===== config.mk =====
export PLATFORM = sky130hd
export DESIGN_NAME = pit_data_rx
export DESIGN_NICKNAME = d
export VERILOG_FILES = /design/src/rtl/pit_data_rx.sv
export SDC_FILE = /design/constraint.sdc
export NUM_CORES = 1
export LEC_CHECK = 0
export ABC_AREA = 1
export CAP_MARGIN = 20
export CELL_PAD_IN_SITES_DETAIL_PLACEMENT = 1
export CELL_PAD_IN_SITES_GLOBAL_PLACEMENT = 2
export CORE_MARGIN = 2
export CORE_UTILIZATION = 27
export CTS_BUF_LIST = sky130_fd_sc_hd__clkbuf_4
export DETAILED_ROUTE_END_ITERATION = 7
export PLACE_DENSITY_LB_ADDON = 0.1
export SLEW_MARGIN = 20
export SYNTH_ARGS = -nofsm -noshare
export SYNTH_HDL_FRONTEND = slang
export SYNTH_SLANG_ARGS = --single-unit
export TNS_END_PERCENT = 5

===== constraint.sdc =====
create_clock -name clk -period 4.4 [get_ports clk]
set_input_delay 0.88 -clock clk [delete_from_list [all_inputs] [get_ports clk]]
set_output_delay 0.88 -clock clk [all_outputs]
set_load 0.1 [all_outputs]

===== src/rtl/pit_data_rx.sv =====
// PIT-side responder for returning Data: PIT lookup handshake, accept/reject answer to the FIB,
// then forwards the DATA_BYTES payload tagged with the requesting face and clears the PIT entry.
module pit_data_rx #(
    parameter int DATA_BYTES  = 1024,
    parameter int CNT_W       = 10,
    parameter int FACE_W      = 2,
    parameter int LKP_TIMEOUT = 15
) (
    input  logic              clk,
    input  logic              rst,
    input  logic              fib_prefix_ready,
    input  logic [63:0]       fib_prefix,
    input  logic [5:0]        fib_len,
    input  logic [7:0]        fib_data,
    output logic              rejected,
    output logic              start_send_to_pit,
    output logic              lkp_req,
    output logic [63:0]       lkp_prefix,
    output logic [5:0]        lkp_len,
    input  logic              lkp_done,
    input  logic              lkp_hit,
    input  logic [FACE_W-1:0] lkp_face,
    output logic              rx_valid,
    output logic [7:0]        rx_data,
    output logic [FACE_W-1:0] rx_face,
    output logic              rx_first,
    output logic              rx_last,
    output logic              entry_clear,
    output logic              busy
);
    localparam int TMO_W = $clog2(LKP_TIMEOUT + 1);
    localparam logic [CNT_W-1:0] LAST_BYTE = CNT_W'(DATA_BYTES - 1);
    localparam logic [TMO_W-1:0] TMO_LAST  = TMO_W'(LKP_TIMEOUT - 1);

    typedef enum logic [2:0] {IDLE, LOOKUP, WAIT_LKP, REJECT, ACCEPT, RECEIVE} state_t;

    state_t           state;
    logic [TMO_W-1:0] tmo_cnt;
    logic [CNT_W-1:0] byte_cnt;

    // Pulse outputs are set on the edge that enters their state, so they coincide with it.
    always_ff @(posedge clk or posedge rst) begin
        if (rst) begin
            state             <= IDLE;
            tmo_cnt           <= '0;
            byte_cnt          <= '0;
            rejected          <= 1'b0;
            start_send_to_pit <= 1'b0;
            lkp_req           <= 1'b0;
            lkp_prefix        <= '0;
            lkp_len           <= '0;
            rx_valid          <= 1'b0;
            rx_data           <= '0;
            rx_face           <= '0;
            rx_first          <= 1'b0;
            rx_last           <= 1'b0;
            entry_clear       <= 1'b0;
            busy              <= 1'b0;
        end else begin
            rejected          <= 1'b0;
            start_send_to_pit <= 1'b0;
            lkp_req           <= 1'b0;
            rx_valid          <= 1'b0;
            rx_first          <= 1'b0;
            rx_last           <= 1'b0;
            entry_clear       <= 1'b0;
            case (state)
                IDLE: begin
                    if (fib_prefix_ready) begin
                        lkp_prefix <= fib_prefix;
                        lkp_len    <= fib_len;
                        busy       <= 1'b1;
                        if (fib_len != '0) begin
                            state   <= LOOKUP;
                            lkp_req <= 1'b1;
                        end else begin
                            state    <= REJECT;
                            rejected <= 1'b1;
                        end
                    end
                end
                LOOKUP: begin
                    state   <= WAIT_LKP;
                    tmo_cnt <= '0;
                end
                WAIT_LKP: begin
                    // A response on the final allowed cycle is honoured before the timeout.
                    if (lkp_done && lkp_hit) begin
                        rx_face           <= lkp_face;
                        state             <= ACCEPT;
                        start_send_to_pit <= 1'b1;
                    end else if (lkp_done || tmo_cnt == TMO_LAST) begin
                        state    <= REJECT;
                        rejected <= 1'b1;
                    end else begin
                        tmo_cnt <= tmo_cnt + 1'b1;
                    end
                end
                REJECT: begin
                    state <= IDLE;
                    busy  <= 1'b0;
                end
                ACCEPT: begin
                    state    <= RECEIVE;
                    byte_cnt <= '0;
                end
                RECEIVE: begin
                    rx_valid <= 1'b1;
                    rx_data  <= fib_data;
                    rx_first <= (byte_cnt == '0);
                    byte_cnt <= byte_cnt + 1'b1;
                    if (byte_cnt == LAST_BYTE) begin
                        rx_last     <= 1'b1;
                        entry_clear <= 1'b1;
                        state       <= IDLE;
                        busy        <= 1'b0;
                    end
                end
                default: begin
                    state <= IDLE;
                    busy  <= 1'b0;
                end
            endcase
        end
    end
endmodule


==> impl_metrics.ini <==
[sta]
hold-worst-slack_ns = 0.490
post-route-period-util = 0.665
hold_violations = 0
fin_crit_ns = 2.93
slew_headroom = 0.277
skew_ns = 0.0196
max_clock_freq_ghz = 0.342
setup_tns_ns = 0
max_slew.worst_pin.slew_ns = 1.08
setup_viol = 0
rsz0062_at_grt = false
slew_viol_final = 0

[power]
comb_power_share = 0.090
seqPwrFrac = 0.624
finalPower_uw = 1540
p_leak_uw = 0.00305
cellPowerDensity_nw_per_um2 = 245
p_int_uw = 1150
ir_drop_v = 0.000121
swShare = 0.251
p_sw_uw = 387
pwr-share-clk = 0.285

[clock_network]
numCtsBuffers = 9
clk_pin_slew_ns = 0.16
holdBufCountCts = 0
htree_levels = 3
cts_tree = done
cts_root_buffer = clkbuf_4
postCtsSetupBuffers = 0
clk_latency_ns = 0.45
cts_resized = 0
clkSinkCount = 104
clk_path_buf_depth = 2

[floorplan]
coreArea_um2 = 15300
dieHeight_um = 130
rows = 45
fp.dieW_um = 130
start_util = 0.279
die_area_um2 = 16800
ios = 173

[final_layout]
area_delta_synth_final_pct = 47.4
fin_nets = 619
instances_no_fill = 747
fill_cells = 1692
layout-drive-gt1-share = 0.0542

[detailed_routing]
vias = 3196
drc = 0
via_per_inst = 4.28
routed_wl_um = 11900
firstDrtPassIters = 4
drt-initial-drc-count = 86
ant_nets = 0
drt-wirelength-per-cell_um = 16.0

[setup_path]
worst_setup_path_end_kind = primary output
critPathTopFamily = buffers and inverters
critical_path_arrival_ns = 2.05
crit_path_max_fanout = 2
crit_slowest_cell = clkdlybuf4s50_1
slowest_delay_ns = 1.21
cp.depth = 1
crit_buf_inv = 1
worstRegToRegCells = 4
crit_type = reg2out
cp_cell_sequence = clkdlybuf4s50_1
start_kind = register
required_ns = 3.52

[synthesis]
ys_types = 22
yosys_warnings = 0
synth_cells = 354
ys.flop_type = dfrtp_1
synth.yosys.seq_area_share = 0.609
synth_area_um2 = 4270
synth_edf_count = 0
syn-num-nets = 443
ys_async_sr_fraction = 1.00
avgSynthCellArea_um2 = 12.1
synth-seq-cells = 104

[placement]
dpl.cell_count = 730
place.gp.congestion = 0.745
io_buffers = 172
hpwl_um = 9140

[outcome]
status = finished clean

[min_path]
hold_class = reg2reg
hold-path-cell-count = 2

[global_routing]
grt_max_degree = 59
grt_pass1_wl_um = 18400
gr-usage-all-layers = 0.144
overflow = 0
antenna_found_initial = 1
grt_pass1_vias = 3283

[job]
max_cap_violations = 0
[per-stage QoR]
step,setup WS [ns],util,cell area [um2]
global route,1.35,0.411,6300
global placement,1.56,0.404,6180
detailed placement,1.51,0.404,6180
finish,1.47,0.411,6300
floorplan,0.788,-,4270
CTS,1.41,0.411,6290
[state kept, by name, summed over array words and instances (netlist names), 2 cells and up]
signal	cells
lkp_prefix	64
rx_face	2
lkp_len	6
state	3
byte_cnt	10
tmo_cnt	4
rx_data	8
[Yosys cell counts, types with 3 or more instances]
library cell / n / share of area
buf_6: 7 / 0.018
dfrtp_1: 104 / 0.61
ha_1: 4 / 0.012
inv_1: 27 / 0.024
mux2_1: 67 / 0.18
mux2_2: 3 / 0.0079
nand2_1: 69 / 0.061
nand3_1: 15 / 0.018
nand4_1: 5 / 0.0073
nor2_1: 19 / 0.017
o21ai_0: 13 / 0.015
o22ai_1: 4 / 0.0059
[final cells by class]
class,instances,area [um2],area share
sequential,104,2600,0.413
timing repair buffer,175,1740,0.277
multi-input combinational,211,1460,0.232
tap,211,264,0.0419
inverter,29,111,0.0177
clock buffer,10,75.1,0.0119
clock inverter,6,36.3,0.00576
antenna,1,2.50,0.000397
[layer usage]
| layer | share of wire | vias up | GRT usage |
|---|---|---|---|
| met3 | 0.057 | 11 | 0.0291 |
| met5 | 0 | - | 0 |
| met1 | 0.46 | 1564 | 0.188 |
| met2 | 0.47 | 100 | 0.237 |
| li1 | - | 1521 | - |
| met4 | 0.014 | 0 | 0.0569 |
[logic make-up (layout without fill, tap and decap cells)]
kind of cell / after synthesis / after routing / share of synthesized area
buf+inv: 39 / 220 / 0.0486
xor+xnor: 2 / 2 / 0.00410
mux: 70 / 70 / 0.185
fa+ha+maj: 4 / 4 / 0.0117
compound gates: 20 / 20 / 0.0249
flops: 104 / 104 / 0.609
simple gates: 115 / 115 / 0.117
other cells: 0 / 1 / 0
[layout by cell type (no fill, tap or decap)]
cell / netlist / routed
mux2_1: 67 / 67
clkinv_1: 0 / 1
inv_1: 27 / 26
diode_2: 0 / 1
xor2_1: 2 / 2
clkbuf_4: 0 / 10
nand4_1: 5 / 5
clkinvlp_4: 0 / 3
nand3_4: 1 / 1
nor2_4: 2 / 2
clkdlybuf4s50_1: 0 / 172
mux2_2: 3 / 3
clkinv_2: 0 / 2
inv_2: 2 / 2
or2_2: 2 / 2
a21oi_1: 2 / 2
o21ai_0: 13 / 13
inv_4: 0 / 1
nor2_1: 19 / 19
nor3_1: 2 / 2
o22ai_1: 4 / 4
nand3_1: 15 / 15
dfrtp_1: 104 / 104
nand2_1: 69 / 69
buf_4: 2 / 3
ha_1: 4 / 4
a31oi_1: 1 / 1
[power by group through the flow]
stage	logic [uW]	registers (uW)	clock network, uW
CTS	143	962	473
detailed placement	142	980	0
global route	151	963	508
finish	139	962	440
global placement	142	980	0
floorplan	19.4	1010	0
[final timing paths]
path                             from              to  slack [ns]
min                        rx_data[2]      rx_data[2]        0.49
min reg2reg                rx_data[2]      rx_data[2]        0.49
min in group asynchronous         rst  lkp_prefix[26]        0.86
max                        lkp_len[0]      lkp_len[0]        1.47
max reg2reg                  state[2]  lkp_prefix[58]        2.35
max in group asynchronous         rst  lkp_prefix[11]        2.67
Power figures use the tool's default switching activity.
